<file path="config.mk">
export PLATFORM = sky130hd
export DESIGN_NAME = counter_scan_ctrl_flat
export DESIGN_NICKNAME = d
export VERILOG_FILES = /design/src/rtl/counter_scan_pkg.sv /design/src/rtl/counter_scan_ctrl_if.sv /design/src/rtl/counter_scan_timer.sv /design/src/rtl/counter_scan_ctrl.sv /design/src/flat_wrapper.sv
export SDC_FILE = /design/constraint.sdc
export NUM_CORES = 1
export LEC_CHECK = 0
export ABC_CLOCK_PERIOD_IN_PS = 7890
export CORE_MARGIN = 2
export CORE_UTILIZATION = 49
export DETAILED_ROUTE_END_ITERATION = 16
export HOLD_SLACK_MARGIN = 0.1
export PLACE_DENSITY = 0.91
export SLEW_MARGIN = 10
export SYNTH_ARGS = -nofsm -noshare
export SYNTH_HDL_FRONTEND = slang
export SYNTH_SLANG_ARGS = --single-unit
</file>
<file path="constraint.sdc">
create_clock -name clk -period 7.89 [get_ports clk]
set_input_delay 1.578 -clock clk [delete_from_list [all_inputs] [get_ports clk]]
set_output_delay 1.578 -clock clk [all_outputs]
set_load 0.005 [all_outputs]
</file>
<file path="src/rtl/counter_scan_pkg.sv">
// Shared types and constants for the counter scan controller.
// Holds the scan FSM state encoding, record header magic and default read latency.
package counter_scan_pkg;

    typedef logic [31:0] word_t;

    typedef enum logic [2:0] {
        StIdle,
        StSel,
        StOpen,
        StCapt,
        StHdr,
        StData,
        StTime,
        StDone
    } state_e;

    localparam logic [7:0]  HDR_MAGIC    = 8'hC5;
    localparam int unsigned READ_LAT_DEF = 4;

    // Header word: magic, scan sequence, channel index.
    function automatic word_t hdr_word(input logic [7:0] seq, input logic [3:0] ch);
        return {HDR_MAGIC, seq, 4'h0, ch, 8'h00};
    endfunction

endpackage

</file>
<file path="src/rtl/counter_scan_ctrl_if.sv">
// Record output stream of the counter scan controller (valid/ready handshake).
// The controller drives the master side, the record sink the slave side.
interface counter_scan_ctrl_if;
    import counter_scan_pkg::*;

    word_t out_data;
    logic  out_valid;
    logic  out_ready;
    logic  out_last;

    modport master (
        output out_data,
        output out_valid,
        output out_last,
        input  out_ready
    );

    modport slave (
        input  out_data,
        input  out_valid,
        input  out_last,
        output out_ready
    );

endinterface

</file>
<file path="src/rtl/counter_scan_timer.sv">
// Periodic scan trigger: one tick every scan_period cycles while enabled.
// Held at zero whenever auto_en is low or scan_period is zero.
module counter_scan_timer (
    input  logic        clk,
    input  logic        res_n,
    input  logic        auto_en,
    input  logic [31:0] scan_period,
    output logic        tick
);

    logic [31:0] cnt_q;
    logic [31:0] cnt_inc;
    logic        tick_q;
    logic        run;

    assign run     = auto_en && (scan_period != 32'd0);
    assign cnt_inc = cnt_q + 32'd1;

    always_ff @(posedge clk or negedge res_n) begin
        if (!res_n) begin
            cnt_q  <= '0;
            tick_q <= 1'b0;
        end else if (!run) begin
            cnt_q  <= '0;
            tick_q <= 1'b0;
        end else if (cnt_inc >= scan_period) begin
            cnt_q  <= '0;
            tick_q <= 1'b1;
        end else begin
            cnt_q  <= cnt_inc;
            tick_q <= 1'b0;
        end
    end

    // Gated so a tick cannot leak out in the cycle the timer is disabled.
    assign tick = tick_q && run;

endmodule

</file>
<file path="src/rtl/counter_scan_ctrl.sv">
// Scans the masked counter channels: opens each channel's read latch, snapshots
// its count and live time, and streams a header/data/time record per channel.
module counter_scan_ctrl
    import counter_scan_pkg::*;
#(
    parameter int unsigned N_CH     = 4,
    parameter int unsigned READ_LAT = READ_LAT_DEF
) (
    input  logic                 clk,
    input  logic                 res_n,
    input  logic                 scan_start,
    input  logic                 auto_en,
    input  logic [31:0]          scan_period,
    input  logic [N_CH-1:0]      ch_mask,
    output logic [N_CH-1:0]      read_open,
    input  logic [N_CH*32-1:0]   data_ex,
    input  logic [N_CH*32-1:0]   counter_time_ex,
    counter_scan_ctrl_if.master  st,
    output logic                 busy,
    output logic [15:0]          scan_count,
    output logic                 overrun
);

    localparam logic [15:0] LatLast = 16'(READ_LAT - 1);

    state_e          state_q;
    state_e          state_d;
    logic [N_CH-1:0] pending_q;
    logic [3:0]      ch_q;
    logic [15:0]     lat_q;
    word_t           snap_data_q;
    word_t           snap_time_q;
    logic [15:0]     count_q;
    logic [7:0]      seq_q;
    logic            ovr_q;

    logic            tick;
    logic            trig;
    logic [3:0]      lowest_ch;
    logic [N_CH-1:0] lowest_onehot;
    logic [N_CH-1:0] ch_onehot;
    word_t           sel_data;
    word_t           sel_time;

    counter_scan_timer u_timer (
        .clk         (clk),
        .res_n       (res_n),
        .auto_en     (auto_en),
        .scan_period (scan_period),
        .tick        (tick)
    );

    assign trig = scan_start || tick;

    // Lowest-index channel still waiting to be served in this scan.
    always_comb begin
        lowest_ch     = 4'd0;
        lowest_onehot = '0;
        for (int i = int'(N_CH) - 1; i >= 0; i--) begin
            if (pending_q[i]) begin
                lowest_ch        = 4'(i);
                lowest_onehot    = '0;
                lowest_onehot[i] = 1'b1;
            end
        end
    end

    always_comb begin
        ch_onehot = '0;
        sel_data  = '0;
        sel_time  = '0;
        for (int i = 0; i < int'(N_CH); i++) begin
            if (ch_q == 4'(i)) begin
                ch_onehot[i] = 1'b1;
                sel_data     = data_ex[32*i +: 32];
                sel_time     = counter_time_ex[32*i +: 32];
            end
        end
    end

    always_ff @(posedge clk or negedge res_n) begin
        if (!res_n) begin
            state_q <= StIdle;
        end else begin
            state_q <= state_d;
        end
    end

    always_comb begin
        state_d = state_q;
        case (state_q)
            StIdle: begin
                if (trig && (ch_mask != '0)) begin
                    state_d = StSel;
                end
            end
            StSel: state_d = StOpen;
            StOpen: begin
                if (lat_q == LatLast) begin
                    state_d = StCapt;
                end
            end
            StCapt: state_d = StHdr;
            StHdr: begin
                if (st.out_ready) begin
                    state_d = StData;
                end
            end
            StData: begin
                if (st.out_ready) begin
                    state_d = StTime;
                end
            end
            StTime: begin
                if (st.out_ready) begin
                    state_d = (pending_q != '0) ? StSel : StDone;
                end
            end
            StDone:  state_d = StIdle;
            default: state_d = StIdle;
        endcase
    end

    always_ff @(posedge clk or negedge res_n) begin
        if (!res_n) begin
            pending_q   <= '0;
            ch_q        <= 4'd0;
            lat_q       <= 16'd0;
            snap_data_q <= '0;
            snap_time_q <= '0;
            count_q     <= 16'd0;
            seq_q       <= 8'd0;
            ovr_q       <= 1'b0;
        end else begin
            case (state_q)
                StIdle: begin
                    // Mask is latched here so later edits only affect the next scan.
                    if (trig && (ch_mask != '0)) begin
                        pending_q <= ch_mask;
                    end
                end
                StSel: begin
                    ch_q      <= lowest_ch;
                    pending_q <= pending_q & ~lowest_onehot;
                    lat_q     <= 16'd0;
                end
                StOpen: lat_q <= lat_q + 16'd1;
                StCapt: begin
                    snap_data_q <= sel_data;
                    snap_time_q <= sel_time;
                end
                StDone: begin
                    count_q <= count_q + 16'd1;
                    seq_q   <= seq_q + 8'd1;
                end
                default: ;
            endcase
            if (trig && (state_q != StIdle)) begin
                ovr_q <= 1'b1;
            end
        end
    end

    always_comb begin
        read_open    = '0;
        st.out_valid = 1'b0;
        st.out_data  = '0;
        st.out_last  = 1'b0;
        case (state_q)
            StOpen: read_open = ch_onehot;
            StHdr: begin
                st.out_valid = 1'b1;
                st.out_data  = hdr_word(seq_q, ch_q);
            end
            StData: begin
                st.out_valid = 1'b1;
                st.out_data  = snap_data_q;
            end
            StTime: begin
                st.out_valid = 1'b1;
                st.out_data  = snap_time_q;
                st.out_last  = (pending_q == '0);
            end
            default: ;
        endcase
    end

    assign busy       = (state_q != StIdle);
    assign scan_count = count_q;
    assign overrun    = ovr_q;

endmodule

</file>
<file path="src/flat_wrapper.sv">
// flat-port wrapper written by rule: the top's interface ports become plain ports
module counter_scan_ctrl_flat import counter_scan_pkg::*;
#(
    parameter int unsigned N_CH     = 4,
    parameter int unsigned READ_LAT = READ_LAT_DEF
)
  (clk, res_n, scan_start, auto_en, scan_period, ch_mask, read_open, data_ex, counter_time_ex, busy, scan_count, overrun, st_out_data, st_out_valid, st_out_last, st_out_ready);
  counter_scan_ctrl_if st_i ();
  input  logic clk;
  input  logic res_n;
  input  logic scan_start;
  input  logic auto_en;
  input  logic [31:0] scan_period;
  input  logic [N_CH-1:0] ch_mask;
  output logic [N_CH-1:0] read_open;
  input  logic [N_CH*32-1:0] data_ex;
  input  logic [N_CH*32-1:0] counter_time_ex;
  output logic busy;
  output logic [15:0] scan_count;
  output logic overrun;
  output wire logic [$bits(st_i.out_data)-1:0] st_out_data;
  output wire logic [$bits(st_i.out_valid)-1:0] st_out_valid;
  output wire logic [$bits(st_i.out_last)-1:0] st_out_last;
  input wire logic [$bits(st_i.out_ready)-1:0] st_out_ready;
  assign st_out_data = st_i.out_data;
  assign st_out_valid = st_i.out_valid;
  assign st_out_last = st_i.out_last;
  assign st_i.out_ready = st_out_ready;
  counter_scan_ctrl #(.N_CH(N_CH), .READ_LAT(READ_LAT)) u_core (.clk(clk), .res_n(res_n), .scan_start(scan_start), .auto_en(auto_en), .scan_period(scan_period), .ch_mask(ch_mask), .read_open(read_open), .data_ex(data_ex), .counter_time_ex(counter_time_ex), .st(st_i), .busy(busy), .scan_count(scan_count), .overrun(overrun));
endmodule
</file>
==> results.md, run 1 <==
* Outcome: complete, no violations
* Netlist Area Pre-Place at between 9000 and 10,000 um2
* Post-synth top area share at 39.1%
* Unrepaired setup endpoints after global routing: no
* Cell Pwr Density at approximately 240 nW/um2
* Routed len/inst at a little over 20 um
* CTS tree: done
* Top Family by Delay on Critical Path: flip-flops
* Horiz. Die Dim at roughly 140 um
* Crit path arrival time at 3.38 ns
* DP Area at between 10,000 and 15,000 um2
* Worst-Margin Slew at between 1 and 1.5 ns
* Skew final at about 0.011 ns
* Startpoint types: flip-flop
* CP Cell Sequence: clkinv_1, and3_1, a22o_1, clkdlybuf4s50_1
* Post-Route Setup TNS at 0 ns
* HP Class: reg2reg
* Ys flop type: dfrtp_1
* Post-synth EDFFs at 0
* Floorplan row count at 50
* Hold EP: u_core.scan_count[15]
* Final setup violating endpoints at 0
* Area leader, netlist: dfrtp_1
* Crit-path max cell delay at roughly 0.96 ns
* Unique masters post-synth at slightly below 60
* All-layer global routing usage at around 29%
* Post-cts sizing count at 0
* DRC at 0
* Routed WL at 28,900 um
* Reg clk slew, reported paths at 0.06 ns
* Final hold vios at 0
* Max frequency at 202 MHz
* Crit path max fanout at 24
* Initial antenna violation count at 5
* Final net count at around 1.5k
* Synth warn at 0
* Buffers on Ports at 352
* Die area at 20,300 um2
* Reg2reg start: u_core.u_timer.cnt_q[0]
* P_int at about 2.2 mW
* CTS H-tree lvls at 4
* Detail Route Antenna Nets at 0
* Setup bufs post-CTS at 0
* Async SR Flop Fraction at 100%
* Seq pwr share at 36.9%
* Core Area at approximately 19,000 um2
* Pleak at about 5.7 nW
* Slowest CP cell: dfrtp_1
* Switch Pwr at around 1.1 mW
* Starting DRT DRC Count at approximately 490
* Most frequent cells in the layout: clkdlybuf4s50_1, dfrtp_1, mux2_2
* Synth area leaders: dfrtp_1, mux4_2, mux2_2
* Global-route wire length before repair at between 40,000 and 50,000 um
* Post-synthesis net count at about 1.1k
* Die span in y at 143 um
* Sequential share of the synthesized area at between 30 and 40%
* Initial Utilization at between 50% and 60%
* Layout cells sized above 1 at 17.3%
* # fillers at around 1.3k
* Synthesized instance count at 815
* Vias per cell at between 5 and 6
* Max-Cap Viols at 0
* Worst-Skew Late Latency at 0.41 ns
* Worst r2r dst: u_core.u_timer.cnt_q[10]
* Worst path buffer plus inverter count at 2
* CP required at between 6 and 7 ns
* # IOs at between 300 and 400
* Largest net degree at the start of global routing at 94
* Sw frac at roughly 33%
* TritonCTS Buffers at 17
* Flop-to-flop setup slack at 4.28 ns
* Mean Syn Cell Area at roughly 12 um2
* Non-filler cells in the finished layout at 1,391
* Combinational Power Share at between 40% and 50%
* Tmin final at 4.95 ns
* FF-to-FF path depth at 11
* Final Max Tran Viols at 0
* Vias in the first global route at approximately 8.5k
* Max Root-Sink Buffers at 2
* Max-slew headroom at 29.2%
* Hold Buf Count CTS at 0
* Routability cong. at approximately 0.84
* Hold path cells at 1
* Area grow syn2layout at 44.4%
* Hpwl dp at roughly 23,000 um
* DR pass1 iterations at 5
* HP Start: u_core.scan_count[15]
* Period utilisation layout at between 60% and 70%
* Root buf cell: clkbuf_16
* Grt ovf at 0
* VDD IR max at around 0.18 mV
* Commonest non-fill, non-tap cell in the layout: clkdlybuf4s50_1
* Placed cells at between 1k and 1.5k
* Vias at 8,059
* Number of synthesized register bits at 147
* Critical path type: reg2out
* Crit. End Element: primary output
* TritonCTS sink count at about 150
* Design Area, Final at 13,600 um2
* Clock Power Share at a little under a quarter
[synth_stat cells (all sizes together), types with 2 or more instances]
master  instances
mux2i          14
and3           25
clkbuf         22
xor2           14
a21oi          28
a211oi          2
mux2           66
buf            27
nor2b          13
nand2          65
nor3b          30
o211ai          5
mux4           64
o31ai           8
a22o           19
dfrtp         147
nand4          19
o21ai          24
nor2           34
inv            39
xnor2          38
ha             36
nor3            7
a21boi          7
nor4           11
nand3          26
and2            2
and4            8
[registers in the layout, summed over array words and instances, names as in the netlist]
register	flops
u_core.seq_q	8
u_core.scan_count	16
u_core.state_q	3
u_core.overrun	1
u_core.ch_q	2
u_core.u_timer.cnt_q	32
u_core.lat_q	16
u_core.snap_time_q	32
u_core.snap_data_q	32
u_core.u_timer.tick_q	1
u_core.pending_q	4
[routing by layer]
| layer | vias to the layer above | track usage [%] | wire (um) |
|---|---|---|---|
| met5 | - | 0 | 34 |
| met4 | 6 | 9.38 | 645 |
| met3 | 52 | 5.92 | 1810 |
| met2 | 319 | 50.3 | 15200 |
| met1 | 3996 | 35.0 | 11300 |
| li1 | 3686 | - | - |
[cells by family (layout without fill, tap and decap cells)]
group | Yosys count | count (layout) | share of synthesized area (%)
xor+xnor | 52 | 52 | 5.16
compound gates | 102 | 102 | 7.28
buf+inv | 89 | 429 | 4.19
simple gates | 245 | 245 | 14.8
other cells | 0 | 2 | 0
flops | 147 | 147 | 39.1
fa+ha+maj | 36 | 36 | 4.79
mux | 144 | 144 | 24.7
[worst max-delay path by stage]
| stage | start | to | depth (start not counted) | slack [ns] |
|---|---|---|---|---|
| after floorplan | scan_period[2] | u_core.u_timer.cnt_q[23] | 9 | 4.68 |
| after global placement | u_core.state_q[0] | st_out_data[4] | 4 | 3.58 |
| after detailed placement | u_core.state_q[0] | st_out_data[1] | 4 | 3.41 |
| after CTS | u_core.state_q[0] | st_out_data[1] | 4 | 2.95 |
| after global routing | u_core.state_q[0] | st_out_data[1] | 4 | 2.79 |
| final | u_core.state_q[0] | st_out_data[1] | 4 | 2.94 |
[power groups by stage]
stage          combinational (mW)  clock [mW]  sequential [mW]
2_1_floorplan               0.922           0             1.07
3_3_place_gp                 1.28           0             1.23
3_5_place_dp                 1.33           0             1.22
4_1_cts                      1.34       0.772             1.21
5_1_grt                      1.43       0.804             1.25
6_report                     1.33       0.760             1.22
[final cells by class]
cell class	instances	area, um2	area share [%]
Inverter	40	150	1.11
Timing Repair Buffer	357	3560	26.2
Multi-Input combinational cell	579	5340	39.3
Antenna cell	2	5.00	0.0368
Clock inverter	12	108	0.792
Clock buffer	20	447	3.29
Sequential cell	147	3680	27.1
Tap cell	234	293	2.16
[per-stage QoR]
stage / setup slack, ns / power, mW / hold WS [ns] / utilization, %
finish: 2.94 / 3.31 / 0.469 / 72.4
floorplan: 4.68 / 2.00 / 0.445 / -
global placement: 3.58 / 2.51 / 0.460 / 69.4
CTS: 2.95 / 3.32 / 0.476 / 72.4
global route: 2.79 / 3.48 / 0.488 / 72.4
detailed placement: 3.41 / 2.56 / 0.463 / 69.4
(Power assumes the default switching activity.)
==> inputs of run 2 (changes only) <==
--- a/config.mk
+++ b/config.mk
@@ -5,12 +5,12 @@
 export SDC_FILE = /design/constraint.sdc
 export NUM_CORES = 1
 export LEC_CHECK = 0
-export ABC_CLOCK_PERIOD_IN_PS = 7890
+export ABC_CLOCK_PERIOD_IN_PS = 5000
 export CORE_MARGIN = 2
-export CORE_UTILIZATION = 49
+export CORE_UTILIZATION = 45
 export DETAILED_ROUTE_END_ITERATION = 16
 export HOLD_SLACK_MARGIN = 0.1
-export PLACE_DENSITY = 0.91
+export PLACE_DENSITY = 0.84
 export SLEW_MARGIN = 10
 export SYNTH_ARGS = -nofsm -noshare
 export SYNTH_HDL_FRONTEND = slang
==> constraint.sdc (replaced) <==
create_clock -name clk -period 5 [get_ports clk]
set_input_delay 1 -clock clk [delete_from_list [all_inputs] [get_ports clk]]
set_output_delay 1 -clock clk [all_outputs]
set_load 0.005 [all_outputs]
==> run 2 against run 1 <==
Against the previous run: final cell count grew 2.5%; worst setup slack lost 2.0 ns; critical path depth rose by 1.
==> results.md, run 2 (synthesis results as in run 1) <==
* Outcome: complete, no violations
* Final hold vios at 0 (unchanged)
* Period utilisation layout at between 80% and 90%
* Biggest regs: u_core.snap_data_q (32), u_core.snap_time_q (32), u_core.u_timer.cnt_q (32)
* Area grow syn2layout at 45.2%
* Skew final at 0.0110 ns (+0.000122 ns)
* Buffers on Ports at 352 (unchanged)
* Routability cong. at 0.841 (+0.13%)
* Vias at 7,918 (-1.7%)
* Pleak at 5.69 nW (+0.32%)
* Max Root-Sink Buffers at 2 (unchanged)
* Initial antenna violation count at 1 (-4)
* DR pass1 iterations at 5 (unchanged)
* Startpoint types: flip-flop
* Final Max Tran Viols at 0 (unchanged)
* Final net count at 1,476 (+0.068%)
* Vias per cell at 5.55 (-4.2%)
* Initial Utilization at 46.2% (-3.9 points)
* Floorplan row count at 52 (+4.0%)
* Detail Route Antenna Nets at 0 (unchanged)
* Hpwl dp at 22,200 um (-2.9%)
* Root buf cell: clkbuf_16
* Cell Pwr Density at 385 nW/um2 (+58%)
* Met3 usage at 5.03% (-0.89 points)
* Most frequent cells in the layout: clkdlybuf4s50_1, dfrtp_1, mux2_2
* All-layer global routing usage at 26.1% (-2.4 points)
* Final worst setup slack at 0.981 ns (-1.95 ns)
* Unrepaired setup endpoints after global routing: no
* Top Family by Delay on Critical Path: buffers and inverters
* Commonest non-fill, non-tap cell in the layout: clkdlybuf4s50_1
* Final setup violating endpoints at 0 (unchanged)
* Reg clk slew, reported paths at 0.07 ns (about the same)
* DP Area at 13,100 um2 (+0.44%)
* Routed WL at 28,400 um (-1.9%)
* Pre-CTS WS at 1.29 ns (-2.13 ns)
* Grt ovf at 0 (unchanged)
* HP Class: reg2reg
* Critical path type: reg2out
* VDD IR max at 0.256 mV (+39%)
* Die span in y at 149 um (+4.2%)
* Max-Cap Viols at 0 (unchanged)
* Vias in the first global route at 8,340 (-1.9%)
* Starting DRT DRC Count at 329 (-33%)
* Core Area at 20,400 um2 (+8.5%)
* CTS H-tree lvls at 4 (unchanged)
* Crit. End Element: primary output
* Global-route wire length before repair at 44,500 um (+0.39%)
* Layout cells sized above 1 at 17.6% (+0.24 points)
* TritonCTS sink count at 147 (unchanged)
* Antenna diode count at 0 (-2)
* Crit path max fanout at 19 (-21%)
* CP Cell Sequence: buf_4, clkinv_1, and3_1, a22o_1, clkdlybuf4s50_1
* Post-Route Setup TNS at 0 ns (unchanged)
* Hold Buf Count CTS at 0 (unchanged)
* DRC at 0 (unchanged)
* Met2 Track Usage GR at 46.1% (-4.2 points)
* TritonCTS Buffers at 17 (unchanged)
* Max frequency at 249 MHz
* # IOs at 353 (unchanged)
* Die area at 22,100 um2 (+8.6%)
* Tmin final at approximately 4.0 ns
* Crit-path max cell delay at 0.80 ns (-0.16 ns)
* Largest net degree at the start of global routing at 85 (-9.6%)
* CTS tree: done
* Slowest CP cell: and3_1
* Max-slew headroom at 38.5% (+9.3 points)
* CP required at 4.00 ns (-2.31 ns)
* Worst path buffer plus inverter count at 3 (+1)
* Horiz. Die Dim at 149 um (+4.2%)
* Routed len/inst at 19.9 um (-4.3%)
* Worst-Skew Late Latency at 0.42 ns (about the same)
* Design Area, Final at 13,700 um2 (+0.52%)
* Setup bufs post-CTS at 0 (unchanged)
* GR peak layer: met2
* Worst-Margin Slew at 0.918 ns (-0.144 ns)
* Crit path arrival time at 3.02 ns (-0.36 ns)
* Met1 GRT Util at 32.8% (-2.2 points)
* Post-cts sizing count at 0 (unchanged)
[run 2: changes by cell type in the layout (fill, tap and decap cells not counted), moves of 2 or more]
cell and delta:
clkinv_2 -3, diode_2 -2, inv_6 +5, clkbuf_1 -2
[run 2: layout make-up]
cell class,count,area (um2)
fillers,1539,6710
multi-input cells,579,5340
flip-flops and latches,147,3680
repair buffers,358,3570
clock buffers,17,425
well taps,270,338
inverters,40,150
clock inverters,15,146
[run 2: metal layers]
layer,wire (um),vias to the layer above
met5,0,-
met4,548,0
met3,1690,34
met2,14900,276
met1,11200,3929
li1,-,3679
[run 2: path summary, 6_finish.rpt]
kind                                    startpoint                       end  slack [ns]  cells past startpoint
max reg2reg                u_core.u_timer.cnt_q[0]   u_core.u_timer.cnt_q[2]        1.36                     11
min                          u_core.scan_count[15]     u_core.scan_count[15]        0.47                      1
min reg2reg                  u_core.scan_count[15]     u_core.scan_count[15]        0.47                      1
min in group asynchronous                    res_n  u_core.u_timer.cnt_q[14]        0.63                      1
max                              u_core.state_q[0]            st_out_data[6]        0.98                      5
max in group asynchronous                    res_n          u_core.lat_q[13]        3.42                      2
[run 2: power by group]
group          leakage [nW]  switching (mW)  internal [mW]
Combinational          3.54           0.848           1.25
Clock                 0.270           0.547          0.698
Sequential             1.87           0.373           1.53
Total                  5.69            1.77           3.48
[run 2: per-stage QoR]
step	util (%)	power, mW	hold WS (ns)	cells
2_1_floorplan	-	3.15	0.445	815
6_report	67.0	5.25	0.474	1426
4_1_cts	67.0	5.30	0.477	1426
3_3_place_gp	64.2	3.97	0.461	1394
3_5_place_dp	64.2	4.04	0.465	1394
5_1_grt	67.0	5.55	0.483	1426
==> inputs of run 3 (changes only) <==
--- a/config.mk
+++ b/config.mk
@@ -5,7 +5,7 @@
 export SDC_FILE = /design/constraint.sdc
 export NUM_CORES = 1
 export LEC_CHECK = 0
-export ABC_CLOCK_PERIOD_IN_PS = 5000
+export ABC_CLOCK_PERIOD_IN_PS = 4100
 export CORE_MARGIN = 2
 export CORE_UTILIZATION = 45
 export DETAILED_ROUTE_END_ITERATION = 16
==> constraint.sdc (replaced) <==
create_clock -name clk -period 4.1 [get_ports clk]
set_input_delay 0.82 -clock clk [delete_from_list [all_inputs] [get_ports clk]]
set_output_delay 0.82 -clock clk [all_outputs]
set_load 0.005 [all_outputs]
==> run 3 against run 2 <==
Against the previous run: sequential cell count unchanged; wire length about the same; cell area increased by 0.34%; global-route usage decreased by 0.18 points; via count decreased by 0.19%; clock power increased by 18%; final cell count increased by 0.35%; sequential share of layout area decreased by 0.091 points; clock skew about the same; hold slack improved by 0.0039 ns; utilization increased by 0.23 points; clock-buffer cell count increased by 2; largest cell class unchanged.
==> results.md, run 3 (synthesis results as in run 1) <==
* Outcome: complete, no violations
* Hold Buf Count CTS at 0 (unchanged)
* Grt ovf at 0 (unchanged)
* Reg clk slew, reported paths at 0.06 ns (about the same)
* Core Area at 20,400 um2 (unchanged)
* Crit path capture: st_out_data[27]
* # fillers at 1,593 (+3.5%)
* Clock Power Share at 23.1% (-0.6 points)
* Starting DRT DRC Count at 337 (+2.4%)
* Vias per cell at 5.52 (-0.54%)
* Max Root-Sink Buffers at 2 (unchanged)
* Worst-Skew Late Latency at 0.42 ns (about the same)
* Hpwl dp at 22,300 um (+0.66%)
* Routability cong. at 0.868 (+3.2%)
* Initial antenna violation count at 1 (unchanged)
* Root buf cell: clkbuf_16
* Worst-Margin Slew at 0.906 ns (-0.0127 ns)
* Crit. Startpoint: u_core.state_q[1]
* Period utilisation layout at around nine tenths
* Most frequent cells in the layout: clkdlybuf4s50_1, dfrtp_1, mux2_2
* Max-Cap Viols at 0 (unchanged)
* Buffers on Ports at 352 (unchanged)
* DP Area at 13,100 um2 (+0.44%)
* Sw frac at 32.9% (-0.80 points)
* Antenna diode count at 0 (unchanged)
* VDD IR max at 0.317 mV (+24%)
* Skew final at 0.0112 ns (+0.000116 ns)
* Combinational Power Share at 41.5% (+1.5 points)
* Area grow syn2layout at 45.7%
* Crit. End Element: primary output
* Crit path max fanout at 18 (-1)
* Max-slew headroom at 39.6% (+1.1 points)
* Post-Route Setup TNS at 0 ns (unchanged)
* DRC at 0 (unchanged)
* CTS tree: done
* Layout cells sized above 1 at 17.9% (+0.36 points)
* Switch Pwr at 2.10 mW (+19%)
* Unrepaired setup endpoints after global routing: no
* Seq pwr share at 35.5% (-0.8 points)
* Final net count at 1,482 (+0.41%)
* All-layer global routing usage at 25.9% (-0.18 points)
* CTS H-tree lvls at 4 (unchanged)
* Design Area, Final at 13,700 um2 (+0.34%)
* TritonCTS Buffers at 17 (unchanged)
* TritonCTS sink count at 147 (unchanged)
* Final hold vios at 0 (unchanged)
* CP required at 3.28 ns (-0.72 ns)
* DR pass1 iterations at 5 (unchanged)
* Die span in y at 149 um (unchanged)
* Largest net degree at the start of global routing at 97 (+14%)
* Worst r2r dst: u_core.u_timer.cnt_q[15]
* Vias at 7,903 (-0.19%)
* Routed len/inst at 19.8 um (-0.33%)
* Detail Route Antenna Nets at 0 (unchanged)
* Crit path arrival time at 2.83 ns (-0.19 ns)
* Multi-input gate area at 5340 um2 (unchanged)
* Routed WL at 28,400 um (about the same)
* P_int at 4.29 mW (+23%)
* Tmin final at between 3 and 4 ns
* Cell Pwr Density at 466 nW/um2 (+21%)
* Initial Utilization at 46.2% (unchanged)
* Flop-to-flop setup slack at 0.76 ns (-0.60 ns)
* Post-cts sizing count at 0 (unchanged)
* Final Max Tran Viols at 0 (unchanged)
* Pleak at 5.72 nW (+0.67%)
* Biggest regs: u_core.snap_data_q (32), u_core.snap_time_q (32), u_core.u_timer.cnt_q (32)
* HP Class: reg2reg
* Die area at 22,100 um2 (unchanged)
* Startpoint types: flip-flop
* Reg2reg start: u_core.u_timer.cnt_q[0]
* Setup bufs post-CTS at 0 (unchanged)
* Floorplan row count at 52 (unchanged)
* FF-to-FF path depth at 12 (+1)
* Seq. cell area at 3680 um2 (unchanged)
* Global-route wire length before repair at 44,100 um (-0.85%)
* Vias in the first global route at 8,267 (-0.88%)
* Horiz. Die Dim at 149 um (unchanged)
* Critical path type: reg2out
* Final setup violating endpoints at 0 (unchanged)
* Max frequency at approximately 270 MHz
* # IOs at 353 (unchanged)
* Commonest non-fill, non-tap cell in the layout: clkdlybuf4s50_1
## run 3: cell count changes in the layout (fill, tap and decap cells not counted), sizes merged
cell      change
buf           +6
clkinvlp      -1
inv           -5
clkbuf        +2
clkinv        +3
## run 3: critical path, stage by stage, from the launching register on
cell,delay (ns)
dfrtp_1,0.58
inv_2,0.24
and3_1,0.69
buf_4,0.24
a22o_1,0.14
clkdlybuf4s50_1,0.52
## run 3: metal layers
metal	part of all wire, %	GRT usage [%]	vias to the layer above
met5	0.046	0	-
met4	1.5	6.52	2
met3	6.3	5.74	32
met2	53	45.7	298
met1	39	32.4	3875
li1	-	-	3696
## run 3: power by group through the flow
| stage | combinational, mW | clock [mW] | sequential (mW) |
|---|---|---|---|
| floorplan | 1.78 | 0 | 2.07 |
| detailed placement | 2.66 | 0 | 2.29 |
| CTS | 2.68 | 1.50 | 2.26 |
| global route | 2.86 | 1.57 | 2.33 |
| finish | 2.65 | 1.48 | 2.27 |
| global placement | 2.60 | 0 | 2.27 |
## run 3: worst min path at each step
stage                                      from                    end  cells after the start
after floorplan                 u_core.seq_q[7]        u_core.seq_q[7]                      1
after global placement    u_core.scan_count[15]  u_core.scan_count[15]                      1
after detailed placement         u_core.overrun         u_core.overrun                      1
after CTS                 u_core.scan_count[15]  u_core.scan_count[15]                      1
after global routing      u_core.scan_count[15]  u_core.scan_count[15]                      1
final                     u_core.scan_count[15]  u_core.scan_count[15]                      1
## run 3: through the flow
stage / util [%] / cells / hold slack, ns / setup slack, ns / total power, mW
6_report: 67.3 / 1431 / 0.478 / 0.452 / 6.39
5_1_grt: 67.3 / 1431 / 0.493 / 0.289 / 6.76
4_1_cts: 67.3 / 1431 / 0.478 / 0.433 / 6.44
3_5_place_dp: 64.5 / 1400 / 0.463 / 0.805 / 4.94
3_3_place_gp: 64.5 / 1400 / 0.460 / 0.920 / 4.87
2_1_floorplan: - / 815 / 0.445 / 1.22 / 3.84
## run 3: area by class of cell
class,instances,area share [%]
Clock buffer,19,3.31
Clock inverter,12,0.785
Inverter,40,1.10
Multi-Input combinational cell,579,39.0
Sequential cell,147,26.9
Tap cell,270,2.47
Timing Repair Buffer,364,26.5
